<file path="src/rtl/fir_stim_gen_if.sv">
// rtl/fir_stim_gen_if.sv - command and sample bundle between a test controller and fir_stim_gen
interface fir_stim_gen_if #(
   parameter int DATA_W = 16,
   parameter int LEN_W  = 16
);
   logic                     start;
   logic                     abort;
   logic [2:0]               mode;
   logic signed [DATA_W-1:0] amplitude;
   logic [LEN_W-1:0]         length;
   logic [LEN_W-1:0]         half_period;
   logic signed [DATA_W-1:0] x_out;
   logic                     x_valid;
   logic                     busy;
   logic                     done;

   modport master (
      output start, abort, mode, amplitude, length, half_period,
      input  x_out, x_valid, busy, done
   );

   modport slave (
      input  start, abort, mode, amplitude, length, half_period,
      output x_out, x_valid, busy, done
   );
endinterface

</file>
<file path="src/rtl/fir_stim_gen.sv">
// rtl/fir_stim_gen.sv - impulse/step/square/ramp sample source feeding fir_filter x_in
// Mode 4 emits a 16-bit LFSR only when FIR_STIM_NOISE_EN is defined; otherwise it emits zeros.
module fir_stim_gen #(
   parameter int DATA_W = 16,
   parameter int LEN_W  = 16
`ifdef FIR_STIM_NOISE_EN
   ,parameter logic [15:0] LFSR_SEED = 16'hACE1
`endif
) (
   input logic       clk,
   input logic       reset,
   fir_stim_gen_if.slave bus
);
   localparam int ACC_W = DATA_W + LEN_W + 1;
   localparam logic signed [DATA_W-1:0] D_MAX = {1'b0, {(DATA_W-1){1'b1}}};
   localparam logic signed [DATA_W-1:0] D_MIN = {1'b1, {(DATA_W-1){1'b0}}};
   localparam logic signed [ACC_W-1:0]  A_MAX = {{(LEN_W+2){1'b0}}, {(DATA_W-1){1'b1}}};
   localparam logic signed [ACC_W-1:0]  A_MIN = {{(LEN_W+2){1'b1}}, {(DATA_W-1){1'b0}}};

   localparam logic [2:0] M_IMPULSE = 3'd0;
   localparam logic [2:0] M_STEP    = 3'd1;
   localparam logic [2:0] M_SQUARE  = 3'd2;
   localparam logic [2:0] M_RAMP    = 3'd3;
   localparam logic [2:0] M_NOISE   = 3'd4;

   typedef enum logic [1:0] {IDLE, RUN, DONE} state_t;

   state_t                   state;
   logic [2:0]               mode_q;
   logic signed [DATA_W-1:0] amp_q;
   logic signed [DATA_W-1:0] neg_q;
   logic [LEN_W-1:0]         last_q;
   logic [LEN_W-1:0]         half_q;
   logic [LEN_W-1:0]         cnt;
   logic [LEN_W-1:0]         phase;
   logic                     sgn;
   logic signed [ACC_W-1:0]  acc;

   logic [LEN_W-1:0]         phase_nx;
   logic                     sgn_nx;
   logic signed [ACC_W-1:0]  acc_nx;
   logic signed [DATA_W-1:0] sample_nx;
   logic signed [DATA_W-1:0] first;

`ifdef FIR_STIM_NOISE_EN
   logic [15:0] lfsr;
   logic [15:0] lfsr_nx;
   assign lfsr_nx = {lfsr[0] ^ lfsr[2] ^ lfsr[3] ^ lfsr[5], lfsr[15:1]};
`endif

   function automatic logic signed [DATA_W-1:0] sat(input logic signed [ACC_W-1:0] v);
      if (v > A_MAX)
         return D_MAX;
      else if (v < A_MIN)
         return D_MIN;
      else
         return v[DATA_W-1:0];
   endfunction

   // Next-sample terms for index cnt+1; the ramp accumulates n*A instead of multiplying.
   always_comb begin
      phase_nx = phase + 1'b1;
      sgn_nx   = sgn;
      if (phase_nx == half_q) begin
         phase_nx = '0;
         sgn_nx   = ~sgn;
      end
      acc_nx = acc + {{(LEN_W+1){amp_q[DATA_W-1]}}, amp_q};
      sample_nx = '0;
      case (mode_q)
         M_STEP:   sample_nx = amp_q;
         M_SQUARE: sample_nx = sgn_nx ? neg_q : amp_q;
         M_RAMP:   sample_nx = sat(acc_nx);
`ifdef FIR_STIM_NOISE_EN
         M_NOISE:  sample_nx = DATA_W'(lfsr_nx);
`endif
         default:  sample_nx = '0;
      endcase
   end

   always_comb begin
      first = '0;
      case (bus.mode)
         M_IMPULSE, M_STEP, M_SQUARE: first = bus.amplitude;
`ifdef FIR_STIM_NOISE_EN
         M_NOISE: first = DATA_W'(LFSR_SEED);
`endif
         default: first = '0;
      endcase
   end

   always_ff @(posedge clk or posedge reset) begin
      if (reset) begin
         state       <= IDLE;
         bus.x_out   <= '0;
         bus.x_valid <= 1'b0;
         bus.busy    <= 1'b0;
         bus.done    <= 1'b0;
         mode_q      <= '0;
         amp_q       <= '0;
         neg_q       <= '0;
         last_q      <= '0;
         half_q      <= '0;
         cnt         <= '0;
         phase       <= '0;
         sgn         <= 1'b0;
         acc         <= '0;
`ifdef FIR_STIM_NOISE_EN
         lfsr        <= '0;
`endif
      end else begin
         case (state)
            IDLE: begin
               if (bus.start && !bus.abort) begin
                  if (bus.length == '0) begin
                     state    <= DONE;
                     bus.done <= 1'b1;
                  end else begin
                     state       <= RUN;
                     bus.busy    <= 1'b1;
                     bus.x_valid <= 1'b1;
                     bus.x_out   <= first;
                     mode_q      <= bus.mode;
                     amp_q       <= bus.amplitude;
                     neg_q       <= (bus.amplitude == D_MIN) ? D_MAX : -bus.amplitude;
                     last_q      <= bus.length - 1'b1;
                     half_q      <= (bus.half_period == '0) ? LEN_W'(1) : bus.half_period;
                     cnt         <= '0;
                     phase       <= '0;
                     sgn         <= 1'b0;
                     acc         <= '0;
`ifdef FIR_STIM_NOISE_EN
                     lfsr        <= LFSR_SEED;
`endif
                  end
               end
            end
            RUN: begin
               if (bus.abort || cnt == last_q) begin
                  state       <= bus.abort ? IDLE : DONE;
                  bus.done    <= !bus.abort;
                  bus.busy    <= 1'b0;
                  bus.x_valid <= 1'b0;
                  bus.x_out   <= '0;
               end else begin
                  cnt       <= cnt + 1'b1;
                  phase     <= phase_nx;
                  sgn       <= sgn_nx;
                  acc       <= acc_nx;
                  bus.x_out <= sample_nx;
`ifdef FIR_STIM_NOISE_EN
                  lfsr      <= lfsr_nx;
`endif
               end
            end
            DONE: begin
               state    <= IDLE;
               bus.done <= 1'b0;
            end
            default: state <= IDLE;
         endcase
      end
   end
endmodule
</file>
<file path="src/flat_wrapper.sv">
// flat-port wrapper written by rule: the top's interface ports become plain ports
module fir_stim_gen_flat 
#(
   parameter int DATA_W = 16,
   parameter int LEN_W  = 16

)
  (clk, reset, bus_start, bus_abort, bus_mode, bus_amplitude, bus_length, bus_half_period, bus_x_out, bus_x_valid, bus_busy, bus_done);
  fir_stim_gen_if #(.DATA_W(DATA_W), .LEN_W(LEN_W)) bus_i ();
  input logic clk;
  input logic reset;
  input wire logic [$bits(bus_i.start)-1:0] bus_start;
  input wire logic [$bits(bus_i.abort)-1:0] bus_abort;
  input wire logic [$bits(bus_i.mode)-1:0] bus_mode;
  input wire logic [$bits(bus_i.amplitude)-1:0] bus_amplitude;
  input wire logic [$bits(bus_i.length)-1:0] bus_length;
  input wire logic [$bits(bus_i.half_period)-1:0] bus_half_period;
  output wire logic [$bits(bus_i.x_out)-1:0] bus_x_out;
  output wire logic [$bits(bus_i.x_valid)-1:0] bus_x_valid;
  output wire logic [$bits(bus_i.busy)-1:0] bus_busy;
  output wire logic [$bits(bus_i.done)-1:0] bus_done;
  assign bus_i.start = bus_start;
  assign bus_i.abort = bus_abort;
  assign bus_i.mode = bus_mode;
  assign bus_i.amplitude = bus_amplitude;
  assign bus_i.length = bus_length;
  assign bus_i.half_period = bus_half_period;
  assign bus_x_out = bus_i.x_out;
  assign bus_x_valid = bus_i.x_valid;
  assign bus_busy = bus_i.busy;
  assign bus_done = bus_i.done;
  fir_stim_gen #(.DATA_W(DATA_W), .LEN_W(LEN_W)) u_core (.clk(clk), .reset(reset), .bus(bus_i));
endmodule
</file>
<file path="config.mk">
export PLATFORM = sky130hd
export DESIGN_NAME = fir_stim_gen_flat
export DESIGN_NICKNAME = d
export VERILOG_FILES = /design/src/rtl/fir_stim_gen_if.sv /design/src/rtl/fir_stim_gen.sv /design/src/flat_wrapper.sv
export SDC_FILE = /design/constraint.sdc
export NUM_CORES = 1
export LEC_CHECK = 0
export CAP_MARGIN = 20
export CORE_MARGIN = 4
export CORE_UTILIZATION = 25
export DETAILED_ROUTE_END_ITERATION = 8
export PLACE_DENSITY_LB_ADDON = 0.05
export SLEW_MARGIN = 20
export SYNTH_ARGS = -nofsm -noshare
export SYNTH_HDL_FRONTEND = slang
export SYNTH_SLANG_ARGS = --single-unit
</file>
<file path="constraint.sdc">
create_clock -name clk -period 12.2 [get_ports clk]
set_input_delay 1.22 -clock clk [delete_from_list [all_inputs] [get_ports clk]]
set_output_delay 1.22 -clock clk [all_outputs]
set_load 0.05 [all_outputs]
</file>
==> results by group, run 1 <==
GRT
  – Global Route Usage Sum: 15.7%
  – Antenna violations before repair: 1
  – First-pass GRT wire length: 55400 µm
  – Vias in the first global route: 9177
  – Total gr overflow: 0
  – Largest net degree at the start of global routing: 57

Clock tree
  – CTS buffer count: 17
  – Hold-fix buffers, CTS: 0
  – Clock Tree Buf Depth: 2
  – Number of gates resized after CTS: 0
  – H-tree depth: 4
  – Post-CTS Setup Repair Bufs: 0
  – CTS Sinks: 153
  – Worst-skew pair later-pin latency: 0.45 ns
  – Clk slew on worst S/H paths: 0.07 ns
  – CTS tree: done
  – Root buffer cell: clkbuf_16

Routing
  – DRT iter0 DRCs: 532
  – Routed via count: 9113
  – WL/cell: 19.3 µm
  – Total iterations of the first detailed-routing run: 4
  – Drt drc: 0
  – Vias per inst: 5.06
  – Antenna Nets Post-Route: 0
  – Drt total wl: 34700 µm

Die
  – Die H: 212 µm
  – Site Rows: 74
  – Die width: 212 µm
  – DIE AREA: 44900 µm²
  – Initial Util: 25.4%
  – Core Area: 40900 µm²
  – Number of top-level pins: 74

Final layout
  – Inserted Diodes: 0
  – Final non-filler cell total: 1801
  – Share of layout cells above drive strength 1: 6.54%
  – Fin nets: 1348
  – Fin util: 30.0%
  – Area growth, synth to finish: 18.3%

Min path
  – Worst hold start: u_core.neg_q[13]
  – HP Class: register to register

STA
  – Final min period: 4.57 ns
  – Final Hold Viols: 0
  – Crit share post-route: 37.5%
  – Clock skew: 0.0185 ns
  – Rel. slew slack: 32.7%
  – Finish-stage setup viols: 0
  – Total negative slack: 0 ns
  – Fin. max-slew vios: 0
  – Unrepaired setup endpoints after global routing: false
  – Slew @ Worst Pin: 1.01 ns
  – Peak Freq: 0.219 GHz

Worst setup path
  – Critical Path AT: 4.92 ns
  – Critical path fanouts, max: 18
  – R2R Setup Slk: 7.63 ns
  – Delay of the slowest critical-path stage: 0.67 ns
  – Worst path required time: 12.55 ns
  – Critical R2R Capture: u_core.bus.x_out[14]
  – R2R cell count: 12
  – Critical setup path kind: register to register
  – Startpoint type of the worst setup path: register
  – Worst r2r src: u_core.amp_q[15]
  – Most used cell, CP: nor4_2
  – Crit path launch: u_core.amp_q[15]
  – CP cell instances: buf_4, ha_1, nand2_1, nor4_2, nand3_1, and3_1, o311ai_2, nand4_1, or4_1, nor4_2, a2111oi_0, a211oi_1
  – Crit path capture: u_core.bus.x_out[14]
  – Slowest library cell on the worst path: nor4_2
  – Endpoint class of the critical path: register

Synthesis
  – Synth Net Count: 1293
  – Number of unique standard cell types used by synthesis: 91
  – Ys async rst share: 100%
  – Total of flip-flops plus latches after synthesis: 153
  – Mapped Cells: 1201
  – Syn Std Cell Area: 10400 µm²
  – Post-synth top area cell: dfrtp_1
  – Area share of the largest cell type after synthesis: 36.8%
  – Most frequent cells after synthesis: nand2_1 (216), dfrtp_1 (153), nor2_1 (86)
  – Syn. warnings: 0
  – Count leader, synth: nand2_1
  – Top FF cell, synth: dfrtp_1
  – Seq/Total Area, Yosys: 36.8%
  – Post-synth EDFFs: 0
  – Syn avg cell area: 8.65 µm²
  – Synth top area cells: dfrtp_1 (37%), nand2_1 (7.8%), xor2_1 (4.7%)

Placed design
  – DP Cell Count: 1769
  – RePlAce Congestion: 0.827
  – DP HPWL: 25500 µm
  – PortBufs: 73

Pwr
  – PD cells: 198 nW/µm²
  – Leakage power: 5.36 nW
  – Peak VDD IR: 96.0 µV

Job
  – Max Cap Viol: 0

Status
  – Status: completed
## placed cells by master (no fill, tap or decap), drive strengths merged, types with 12 or more instances in the layout
cell type,count
a211oi,21
a21o,12
a21oi,56
a22o,25
and2,19
and3,33
buf,13
clkbuf,19
clkdlybuf4s50,73
dfrtp,153
ha,36
inv,30
nand2,216
nand3,27
nand4,22
nor2,86
nor3,18
nor4,21
o21ai,87
o31ai,13
xnor2,36
xor2,57
## stage by stage
step	worst slack (ns)	hold slack, ns	area (µm²)	total power [W]
after floorplan	6.86	0.432	10400	0.00154
after global placement	7.21	0.453	11700	0.00188
after detailed placement	7.13	0.461	11700	0.00187
after CTS	7.61	0.477	12300	0.00247
after global routing	7.24	0.497	12300	0.00262
final	7.63	0.473	12300	0.00243
## cell families (layout without fill, tap and decap cells)
| family | Yosys count | in the layout | synth area share (%) |
|---|---|---|---|
| and+or+nand+nor | 498 | 498 | 23.2 |
| AOI/OAI and AO/OA | 332 | 332 | 23.0 |
| adders and majority gates | 37 | 37 | 4.53 |
| DFF | 153 | 153 | 36.8 |
| muxes | 11 | 11 | 1.16 |
| buffers and inverters | 77 | 145 | 3.19 |
| xor gates and xnor gates | 93 | 93 | 8.09 |
## flip-flops by register name, summed over array words and instances, names as in the netlist
signal,cells
u_core.acc,33
u_core.amp_q,16
u_core.bus.done,1
u_core.bus.x_out,16
u_core.bus.x_valid,1
u_core.cnt,16
u_core.half_q,16
u_core.last_q,16
u_core.mode_q,3
u_core.neg_q,16
u_core.phase,16
u_core.sgn,1
u_core.state,2
## power breakdown
part	internal (W)	leakage [nW]	switching, W
registers	0.000627	1.99	0.000106
clock network	0.000329	0.290	0.000241
logic	0.000418	3.08	0.000713
total	0.00137	5.36	0.00106
## per-layer routing
layer / track usage [%] / wire length (µm) / up-vias
li1: - / - / 4525
met3: 2.24 / 860 / 27
met2: 24.0 / 15500 / 123
met4: 3.98 / 502 / 0
met5: 0 / 0 / -
met1: 23.4 / 17900 / 4438
## worst min-delay path by stage
stage | cells past startpoint | endpoint
after floorplan | 2 | u_core.neg_q[0]
final | 2 | u_core.neg_q[13]
after global placement | 2 | u_core.neg_q[2]
after global routing | 2 | u_core.neg_q[9]
after CTS | 2 | u_core.neg_q[2]
after detailed placement | 2 | u_core.neg_q[2]
## worst max-delay path, delay by kind of cell, from the launching register on
| family | cells | cell delay [ns] |
|---|---|---|
| adder cells (fa/ha/maj) | 1 | 0.49 |
| flip-flops | 1 | 0.39 |
| AND/OR/NAND/NOR | 7 | 2.37 |
| buffers and inverters | 1 | 0.23 |
| AO/OA/AOI/OAI | 3 | 1.00 |
## cell type report
type | count | area, µm²
clock buffers | 19 | 443
clock inverters | 13 | 166
fillers | 4415 | 28600
inverters | 27 | 106
multi-input cells | 971 | 6250
flip-flops and latches | 153 | 3830
well taps | 532 | 666
repair buffers | 86 | 828
No activity file was read; power rests on OpenSTA's default activity.
==> run 2: changes to the inputs <==
- clock period: 12.2 -> 4.6 ns (I/O delays scaled with it)
==> results by group, run 2 (synthesis gave the netlist of run 1 again) <==
Final layout
  – Inserted Diodes: 0
  – Flip-flop and latch area: 3830 µm²
  – Fin nets: 1365
  – Area of the multi-input gates: 6260 µm²
  – Largest register FFs: 33
  – Share of layout cells above drive strength 1: 8.24%
  – Final-layout fill cell count: 4464
  – Most common cell after layout, fill and taps aside: nand2_1
  – Most frequent cells in the layout: nand2_1 (215), dfrtp_1 (152), nor2_1 (85), o21ai_0 (79), clkdlybuf4s50_1 (73)
  – Area growth, synth to finish: 19.4%
  – Largest Register: u_core.acc

Worst setup path
  – Startpoint type of the worst setup path: register
  – Endpoint class of the critical path: register
  – Worst path required time: 4.92 ns
  – Critical setup path kind: register to register
  – Critical Path AT: 4.52 ns
  – Critical path fanouts, max: 10

Pwr
  – Leakage power: 5.42 nW
  – PD cells: 522 nW/µm²
  – Peak VDD IR: 261 µV
  – Tot Pwr: 0.00648 W

Clock tree
  – Worst-skew pair later-pin latency: 0.45 ns
  – Root buffer cell: clkbuf_16
  – H-tree depth: 4
  – Clk slew on worst S/H paths: 0.07 ns
  – Hold-fix buffers, CTS: 0
  – CTS tree: done
  – Clock Tree Buf Depth: 2
  – CTS buffer count: 17
  – CTS Sinks: 153

Die
  – Number of top-level pins: 74
  – Initial Util: 25.4%
  – Site Rows: 74
  – Die H: 212 µm
  – DIE AREA: 44900 µm²
  – Die width: 212 µm
  – Core Area: 40900 µm²

Routing
  – Drt total wl: 35600 µm
  – Total iterations of the first detailed-routing run: 5
  – Metal-1 WL: 18200 µm
  – Routed via count: 9234
  – Vias per inst: 5.08
  – Routed wl met3: 1180 µm
  – Antenna Nets Post-Route: 0
  – Max layer used: met4
  – Met2 routed WL: 15700 µm
  – WL/cell: 19.6 µm
  – DRT iter0 DRCs: 557
  – Drt drc: 0

GRT
  – First-pass GRT wire length: 56000 µm
  – Vias in the first global route: 9382
  – Antenna violations before repair: 0
  – Global Route Usage Sum: 15.9%
  – Largest net degree at the start of global routing: 78
  – Total gr overflow: 0

Min path
  – HP Class: register to register

STA
  – Final Hold Viols: 0
  – Rel. slew slack: 26.7%
  – Finish-stage setup viols: 0
  – Total negative slack: 0 ns
  – Final min period: 4.20 ns
  – Peak Freq: 0.238 GHz
  – Slew @ Worst Pin: 1.10 ns
  – Crit share post-route: 91.4%
  – Unrepaired setup endpoints after global routing: false
  – Clock skew: 0.0124 ns
  – Fin. max-slew vios: 0

Placed design
  – PortBufs: 73
  – DP HPWL: 26300 µm
  – RePlAce Congestion: 0.826

Status
  – Status: completed

Job
  – Max Cap Viol: 0
-- run 2: cell count changes in the layout (fill, tap and decap cells not counted), sizes merged --
cell,previous run,this run
buf,13,30
inv,30,33
bufinv,3,1
clkbuf,19,17
clkinvlp,3,5
clkinv,4,3
-- run 2: layout make-up --
class,instances,share of cell area [%]
well taps,532,5.36
clock buffers,17,3.43
inverters,27,0.857
multi-input cells,971,50.4
repair buffers,103,7.90
clock inverters,15,1.14
flip-flops and latches,153,30.9
-- run 2: routing by layer --
layer	vias to the layer above	GRT usage (%)
met3	28	3.01
met1	4519	23.3
met4	0	4.00
li1	4542	-
met2	145	24.2
met5	-	0
-- run 2: power by group --
part	internal, W	switching [W]	leakage (nW)
clock	0.000756	0.000680	0.265
combinational	0.00116	0.00191	3.17
sequential	0.00166	0.000314	1.99
-- run 2: stage by stage --
step / utilization, % / setup slack (ns) / hold WS, ns / instances / cell area, µm²
floorplan: - / 0.0186 / 0.432 / 1201 / 10400
global placement: 28.9 / 0.406 / 0.454 / 1786 / 11800
detailed placement: 28.9 / 0.365 / 0.457 / 1786 / 11800
CTS: 30.3 / 0.283 / 0.473 / 1818 / 12400
global route: 30.3 / 0.149 / 0.491 / 1818 / 12400
finish: 30.3 / 0.396 / 0.466 / 1818 / 12400
-- run 2: final timing paths --
check | startpoint | end | slack, ns | cells past startpoint
max reg2reg | u_core.amp_q[0] | u_core.bus.x_out[8] | 0.40 | 13
min in group asynchronous | reset | u_core.cnt[12] | 0.53 | 2
min | u_core.neg_q[13] | u_core.neg_q[13] | 0.47 | 2
max | u_core.amp_q[0] | u_core.bus.x_out[8] | 0.40 | 13
max in group asynchronous | reset | u_core.bus.x_valid | 3.20 | 3
min reg2reg | u_core.neg_q[13] | u_core.neg_q[13] | 0.47 | 2
-- run 2: critical path: stages, from the launching register on --
cell and delay [ns]:
dfrtp_1 0.41, ha_1 0.22, inv_1 0.06, fa_1 0.39, nand2b_1 0.19, a21oi_2 0.27
o211ai_2 0.23, a211oi_1 0.31, o21ai_0 0.19, a2111oi_2 0.33, or4b_4 0.51, nor4_4 0.41
a211oi_4 0.22, a2111o_1 0.33
-- run 2: what timing repair did --
item	in CTS	in global routing
gates resized for setup	0	5
setup buffers	0	0
setup endpoints to repair	0	14
